**config.mk**
```make
export PLATFORM = sky130hd
export DESIGN_NAME = name_scroller_flat
export DESIGN_NICKNAME = d
export VERILOG_FILES = /design/src/rtl/name_scroller_if.sv /design/src/rtl/name_scroller.sv /design/src/flat_wrapper.sv
export SDC_FILE = /design/constraint.sdc
export NUM_CORES = 1
export LEC_CHECK = 0
export CAP_MARGIN = 30
export CORE_MARGIN = 2
export CORE_UTILIZATION = 30
export CTS_CLUSTER_DIAMETER = 200
export DETAILED_ROUTE_END_ITERATION = 10
export SLEW_MARGIN = 10
export SYNTH_ARGS = -nofsm -noshare
export SYNTH_HDL_FRONTEND = slang
export SYNTH_SLANG_ARGS = --single-unit
```
**constraint.sdc**
```tcl
create_clock -name clk -period 7.4 [get_ports clk]
set_clock_uncertainty 0.2 [all_clocks]
set_input_delay 1.48 -clock clk [delete_from_list [all_inputs] [get_ports clk]]
set_output_delay 1.48 -clock clk [all_outputs]
set_load 0.02 [all_outputs]
```
**src/rtl/name_scroller_if.sv**
```systemverilog
// name_scroller_if: groups the message-write port, the start/stop controls and
// the display outputs of name_scroller into one bundle.
//   master : drives wr_en/wr_addr/wr_data/start/stop, observes the outputs
//   slave  : the scroller itself
// Signals:
//   wr_en, wr_addr[AW], wr_data[4] - message buffer write
//   start, stop                    - one-cycle control pulses
//   busy, code[4], digit_en[ND],   - display outputs
//   blank, wrap
interface name_scroller_if #(
  parameter int NUM_DIGITS = 4,
  parameter int MSG_LEN    = 8
);
  localparam int AW = $clog2(MSG_LEN);

  logic                  wr_en;
  logic [AW-1:0]         wr_addr;
  logic [3:0]            wr_data;
  logic                  start;
  logic                  stop;
  logic                  busy;
  logic [3:0]            code;
  logic [NUM_DIGITS-1:0] digit_en;
  logic                  blank;
  logic                  wrap;

  modport master (
    output wr_en, wr_addr, wr_data, start, stop,
    input  busy, code, digit_en, blank, wrap
  );

  modport slave (
    input  wr_en, wr_addr, wr_data, start, stop,
    output busy, code, digit_en, blank, wrap
  );
endinterface

```
**src/rtl/name_scroller.sv**
```systemverilog
// name_scroller: holds a message of 4-bit character codes and time-multiplexes
// it onto NUM_DIGITS display digits, scrolling one position every SCROLL_DIV
// frames. code feeds the letter decoder x0..x3 inputs; digit_en is the one-hot
// digit select.
// Ports:
//   clk    - rising-edge clock
//   resetn - asynchronous active-low reset (clears FSM, counters and message)
//   bus    - name_scroller_if.slave: write port, start/stop, display outputs
module name_scroller #(
  parameter int NUM_DIGITS = 4,
  parameter int MSG_LEN    = 8,
  parameter int SCAN_DIV   = 1000,
  parameter int SCROLL_DIV = 250
) (
  input  logic            clk,
  input  logic            resetn,
  name_scroller_if.slave  bus
);

  localparam int AW  = $clog2(MSG_LEN);
  localparam int DW  = $clog2(NUM_DIGITS);
  localparam int SW  = (SCAN_DIV   > 1) ? $clog2(SCAN_DIV)   : 1;
  localparam int FW  = (SCROLL_DIV > 1) ? $clog2(SCROLL_DIV) : 1;

  localparam logic [SW-1:0] SCAN_LAST  = SW'(SCAN_DIV - 1);
  localparam logic [DW-1:0] DIGIT_LAST = DW'(NUM_DIGITS - 1);
  localparam logic [FW-1:0] FRAME_LAST = FW'(SCROLL_DIV - 1);
  localparam logic [AW-1:0] POS_LAST   = AW'(MSG_LEN - 1);

  typedef enum logic {IDLE, RUN} state_t;

  state_t        state, state_nxt;
  logic [SW-1:0] scan_cnt;
  logic [DW-1:0] digit;
  logic [FW-1:0] frame_cnt;
  logic [AW-1:0] pos;
  logic          wrap_r;
  logic [3:0]    msg [MSG_LEN];
  logic [AW-1:0] rd_idx;
  logic          run_step;

  // stop has priority over start; start in RUN is a restart (RUN -> RUN)
  always_comb begin
    state_nxt = state;
    if (bus.stop)
      state_nxt = IDLE;
    else if (bus.start)
      state_nxt = RUN;
  end

  always_ff @(posedge clk or negedge resetn) begin
    if (!resetn)
      state <= IDLE;
    else
      state <= state_nxt;
  end

  // Counters only advance on an undisturbed RUN cycle; any start, stop or
  // IDLE cycle leaves them at zero, which also gives restart its clean slate.
  assign run_step = (state == RUN) && !bus.start && !bus.stop;

  // ---- counter chain: scan -> digit -> frame -> pos ----
  always_ff @(posedge clk or negedge resetn) begin
    if (!resetn) begin
      scan_cnt  <= '0;
      digit     <= '0;
      frame_cnt <= '0;
      pos       <= '0;
      wrap_r    <= 1'b0;
    end else if (run_step) begin
      wrap_r <= 1'b0;
      if (scan_cnt == SCAN_LAST) begin
        scan_cnt <= '0;
        if (digit == DIGIT_LAST) begin
          digit <= '0;
          if (frame_cnt == FRAME_LAST) begin
            frame_cnt <= '0;
            pos       <= pos + AW'(1);
            // registered alongside pos so the pulse lines up with pos = 0
            wrap_r    <= (pos == POS_LAST);
          end else begin
            frame_cnt <= frame_cnt + FW'(1);
          end
        end else begin
          digit <= digit + DW'(1);
        end
      end else begin
        scan_cnt <= scan_cnt + SW'(1);
      end
    end else begin
      scan_cnt  <= '0;
      digit     <= '0;
      frame_cnt <= '0;
      pos       <= '0;
      wrap_r    <= 1'b0;
    end
  end

  // ---- message buffer: writable in any state, independent of counters ----
  always_ff @(posedge clk or negedge resetn) begin
    if (!resetn) begin
      for (int i = 0; i < MSG_LEN; i++)
        msg[i] <= 4'h0;
    end else if (bus.wr_en) begin
      msg[bus.wr_addr] <= bus.wr_data;
    end
  end

  // ---- outputs: decoded from registered state only ----
  // AW-bit addition wraps naturally modulo MSG_LEN (a power of two).
  assign rd_idx = pos + AW'(digit);

  always_comb begin
    bus.busy     = 1'b0;
    bus.blank    = 1'b1;
    bus.code     = 4'h0;
    bus.digit_en = '0;
    bus.wrap     = wrap_r;
    if (state == RUN) begin
      bus.busy     = 1'b1;
      bus.blank    = 1'b0;
      bus.code     = msg[rd_idx];
      bus.digit_en = NUM_DIGITS'(1) << digit;
    end
  end

endmodule

```
**src/flat_wrapper.sv**
```systemverilog
// flat-port wrapper written by rule: the top's interface ports become plain ports
module name_scroller_flat 
#(
  parameter int NUM_DIGITS = 4,
  parameter int MSG_LEN    = 8,
  parameter int SCAN_DIV   = 1000,
  parameter int SCROLL_DIV = 250
)
  (clk, resetn, bus_wr_en, bus_wr_addr, bus_wr_data, bus_start, bus_stop, bus_busy, bus_code, bus_digit_en, bus_blank, bus_wrap);
  name_scroller_if #(.NUM_DIGITS(NUM_DIGITS), .MSG_LEN(MSG_LEN)) bus_i ();
  input  logic clk;
  input  logic resetn;
  input wire logic [$bits(bus_i.wr_en)-1:0] bus_wr_en;
  input wire logic [$bits(bus_i.wr_addr)-1:0] bus_wr_addr;
  input wire logic [$bits(bus_i.wr_data)-1:0] bus_wr_data;
  input wire logic [$bits(bus_i.start)-1:0] bus_start;
  input wire logic [$bits(bus_i.stop)-1:0] bus_stop;
  output wire logic [$bits(bus_i.busy)-1:0] bus_busy;
  output wire logic [$bits(bus_i.code)-1:0] bus_code;
  output wire logic [$bits(bus_i.digit_en)-1:0] bus_digit_en;
  output wire logic [$bits(bus_i.blank)-1:0] bus_blank;
  output wire logic [$bits(bus_i.wrap)-1:0] bus_wrap;
  assign bus_i.wr_en = bus_wr_en;
  assign bus_i.wr_addr = bus_wr_addr;
  assign bus_i.wr_data = bus_wr_data;
  assign bus_i.start = bus_start;
  assign bus_i.stop = bus_stop;
  assign bus_busy = bus_i.busy;
  assign bus_code = bus_i.code;
  assign bus_digit_en = bus_i.digit_en;
  assign bus_blank = bus_i.blank;
  assign bus_wrap = bus_i.wrap;
  name_scroller #(.NUM_DIGITS(NUM_DIGITS), .MSG_LEN(MSG_LEN), .SCAN_DIV(SCAN_DIV), .SCROLL_DIV(SCROLL_DIV)) u_core (.clk(clk), .resetn(resetn), .bus(bus_i));
endmodule
```
==> flow_metrics.py <==
metrics = {
    "yosys": {
        "yosys_warnings": 0,
        "ys_seq_elements": 57,
        "synth_cell_type_count": 37,
        "netlist_area_um2": 2840,
        "yosys.area.top_type": "dfrtp_1",
        "async_flop_share_pct": 100,
        "synth_nets": 257,
        "ys_seq_area_share_pct": 50.2,
        "yosysTopAreaCellShare_pct": 50.2,
        "synth_ff_type": "dfrtp_1",
        "synth_area_per_cell_um2": 12.2,
        "synth_edf_count": 0,
        "synth_cells": 234,
        "synth_area_leaders": "dfrtp_1 50%, mux2_2 13%, mux4_2 6.3%, ha_1 4.4%, nor2_1 2.5%",
    },
    "timing": {
        "period_share_pct": 61.6,
        "rsz0062_at_grt": "no",
        "hold_slack_ps": 303,
        "tns_ps": 0,
        "hold_viol": 0,
        "worst_slew_pin_slew_ps": 988,
        "clock.fmax_mhz": 219,
        "setup_ws_ps": 2840,
        "relSlewSlack_pct": 33.6,
        "finalCriticalPeriod_ps": 4560,
        "drv_slew": 0,
        "setup_viol": 0,
    },
    "global_route": {
        "grt_pass1_wl_um": 9940,
        "grt.total_usage_pct": 12.9,
        "grt_pass1_vias": 2015,
        "grt_max_degree": 58,
        "gr-total-overflow": 0,
        "antenna_found_initial": 0,
    },
    "power": {
        "p_switching_mw": 0.177,
        "vdd_drop_max_mv": 0.112,
        "switching_share_pct": 22.6,
        "p_int_mw": 0.608,
        "p_total_mw": 0.786,
        "cellLeakagePower_nw": 1.40,
        "power_frac_comb_pct": 11.6,
        "power.clock.fraction_pct": 41.3,
        "powerDensity_nw_per_um2": 229,
        "pwr-share-seq_pct": 47.1,
    },
    "finish": {
        "drive_above_1_share_pct": 22.3,
        "nFillCells": 908,
        "diodes": 0,
        "area_growth_syn_to_layout_pct": 20.7,
        "register_area_um2": 1430,
        "stdcell_count": 398,
        "multiInputGateArea_um2": 1370,
        "final_nets": 287,
        "fin_util_pct": 37.1,
        "final_cell_mix": "57 x dfrtp_1, 32 x mux2_2, 21 x clkdlybuf4s50_1, 19 x nor2_1, 14 x clkbuf_8",
        "final_common_cell": "dfrtp_1",
        "stdcell_area_um2": 3430,
    },
    "clocking": {
        "cts_setup_buffers": 0,
        "numCtsBuffers": 9,
        "clk_path_buf_depth": 2,
        "htree_levels": 3,
        "holdBufCountCts": 0,
        "clkLatencyLatePin_ps": 340,
        "clk_pin_slew_worst_paths_ps": 60,
        "post_cts_resized": 0,
        "cts_sinks": 57,
        "cts_tree": "yes",
        "cts.root.buffer_cell": "clkbuf_8",
    },
    "critical_path": {
        "r2r-start": "u_core.scan_cnt[0]$_DFF_PN0_",
        "cpPeakStageDelay_ps": 740,
        "crit_family": "adder cells",
        "required_ps": 5720,
        "path_buf_inv": 2,
        "crit_fanout": 8,
        "path_class": "reg2out",
        "slowest_stage": "fa_1",
        "reg2reg_depth": 5,
        "start_kind": "flip-flop",
        "path_cells": "ha_1, inv_1, fa_1, mux4_2, mux2i_1, nor2_1, clkdlybuf4s50_1",
        "rrSetupSlack_ps": 4970,
        "arrival_ps": 2880,
        "crit_path_end_kind": "primary output",
        "r2r-end": "u_core.frame_cnt[3]$_DFFE_PN0P_",
    },
    "routing": {
        "detail_route.wl_per_cell_um": 14.7,
        "vias_per_cell": 4.83,
        "drtAntennaViolNets": 0,
        "num_vias": 1922,
        "drc_errors": 0,
        "drtIter0Drc": 69,
        "wirelength_um": 5860,
        "drt-pass1-iter-count": 6,
    },
    "floorplan": {
        "start_util_pct": 30.8,
        "die-area_um2": 10300,
        "io_pins": 23,
        "die_h_um": 101,
        "fp.dieW_um": 101,
        "fp-row-count": 35,
        "coreArea_um2": 9240,
    },
    "hold_path": {
        "hold_end": "u_core.msg[12]$_DFFE_PN0P_",
        "whs_path_depth": 1,
        "min_from": "u_core.msg[12]$_DFFE_PN0P_",
        "hold_class": "reg2reg",
    },
    "flow_run": {
        "maxCapViolCount": 0,
    },
    "place": {
        "numPortBuffers": 22,
        "placed_area_um2": 3210,
        "pre_cts_ws_ps": 3170,
        "routabilityCongestion": 0.756,
        "post-place-cells": 382,
        "hpwl_um": 3910,
    },
    "status": {
        "outcome": "finished, final reports clean",
    },
}
## state kept, by name (all words and copies together), names as in the netlist
name / cells
u_core.frame_cnt: 8
u_core.digit: 2
u_core.scan_cnt: 10
u_core.state: 1
u_core.msg: 32
u_core.pos: 3
u_core.bus.wrap: 1
## metal layers
layer	GRT usage, %	part of all wire (%)	vias to the layer above
met5	0	0	-
met4	5.30	0.90	0
met3	3.93	2.8	5
met2	20.6	48	28
met1	16.2	49	976
li1	-	-	913
## worst register-to-register path, cell delays in order, from the launching register on
cell       delay (ps)
dfrtp_1           400
ha_1              230
nand4bb_1         160
nor3_1            830
o21ai_0           200
a32o_1            310
## power by group through the flow
stage	Sequential (mW)	Combinational (mW)	Clock [mW]
floorplan	0.369	0.0615	0
global placement	0.375	0.0900	0
detailed placement	0.376	0.0929	0
CTS	0.370	0.0930	0.335
global route	0.374	0.100	0.348
finish	0.370	0.0913	0.324
## area by class of cell
cell class                 instances  share of cell area (%)
inverter                           6                   0.656
timing repair buffer              24                    6.71
clock buffer                      15                    5.72
sequential                        57                    41.6
clock inverter                     1                   0.875
tap                              129                    4.70
multi-input combinational        166                    39.8
## cells in the mapped netlist (all sizes together), types with 6 or more instances
master / count
mux2: 32
a21oi: 8
nand3: 11
xnor2: 6
or3: 6
nor3: 8
o21ai: 8
mux4: 8
inv: 6
ha: 10
dfrtp: 57
nor2: 19
nand2: 11
## worst max path at each step
stage | startpoint | end | cells past startpoint | slack [ps]
floorplan | u_core.digit[0]$_DFFE_PN0P_ | bus_code[0] | 7 | 3830
global placement | u_core.digit[0]$_DFFE_PN0P_ | bus_code[1] | 7 | 3230
detailed placement | u_core.digit[0]$_DFFE_PN0P_ | bus_code[1] | 7 | 3170
CTS | u_core.digit[0]$_DFFE_PN0P_ | bus_code[1] | 7 | 2790
global route | u_core.digit[0]$_DFFE_PN0P_ | bus_code[1] | 7 | 2690
finish | u_core.digit[0]$_DFFE_PN0P_ | bus_code[1] | 7 | 2840
## cells by family (layout without fill, tap and decap cells)
group                    Yosys count  count (layout)  synth area share, %
buffers and inverters             11              46                 1.85
adder cells (fa/ha/maj)           11              11                 5.10
XOR/XNOR                          10              10                 3.08
AND/OR/NAND/NOR                   79              79                 14.8
multiplexers                      45              45                 20.8
flip-flops                        57              57                 50.2
AO/OA/AOI/OAI                     21              21                 4.27
Power figures use the tool's default switching activity.
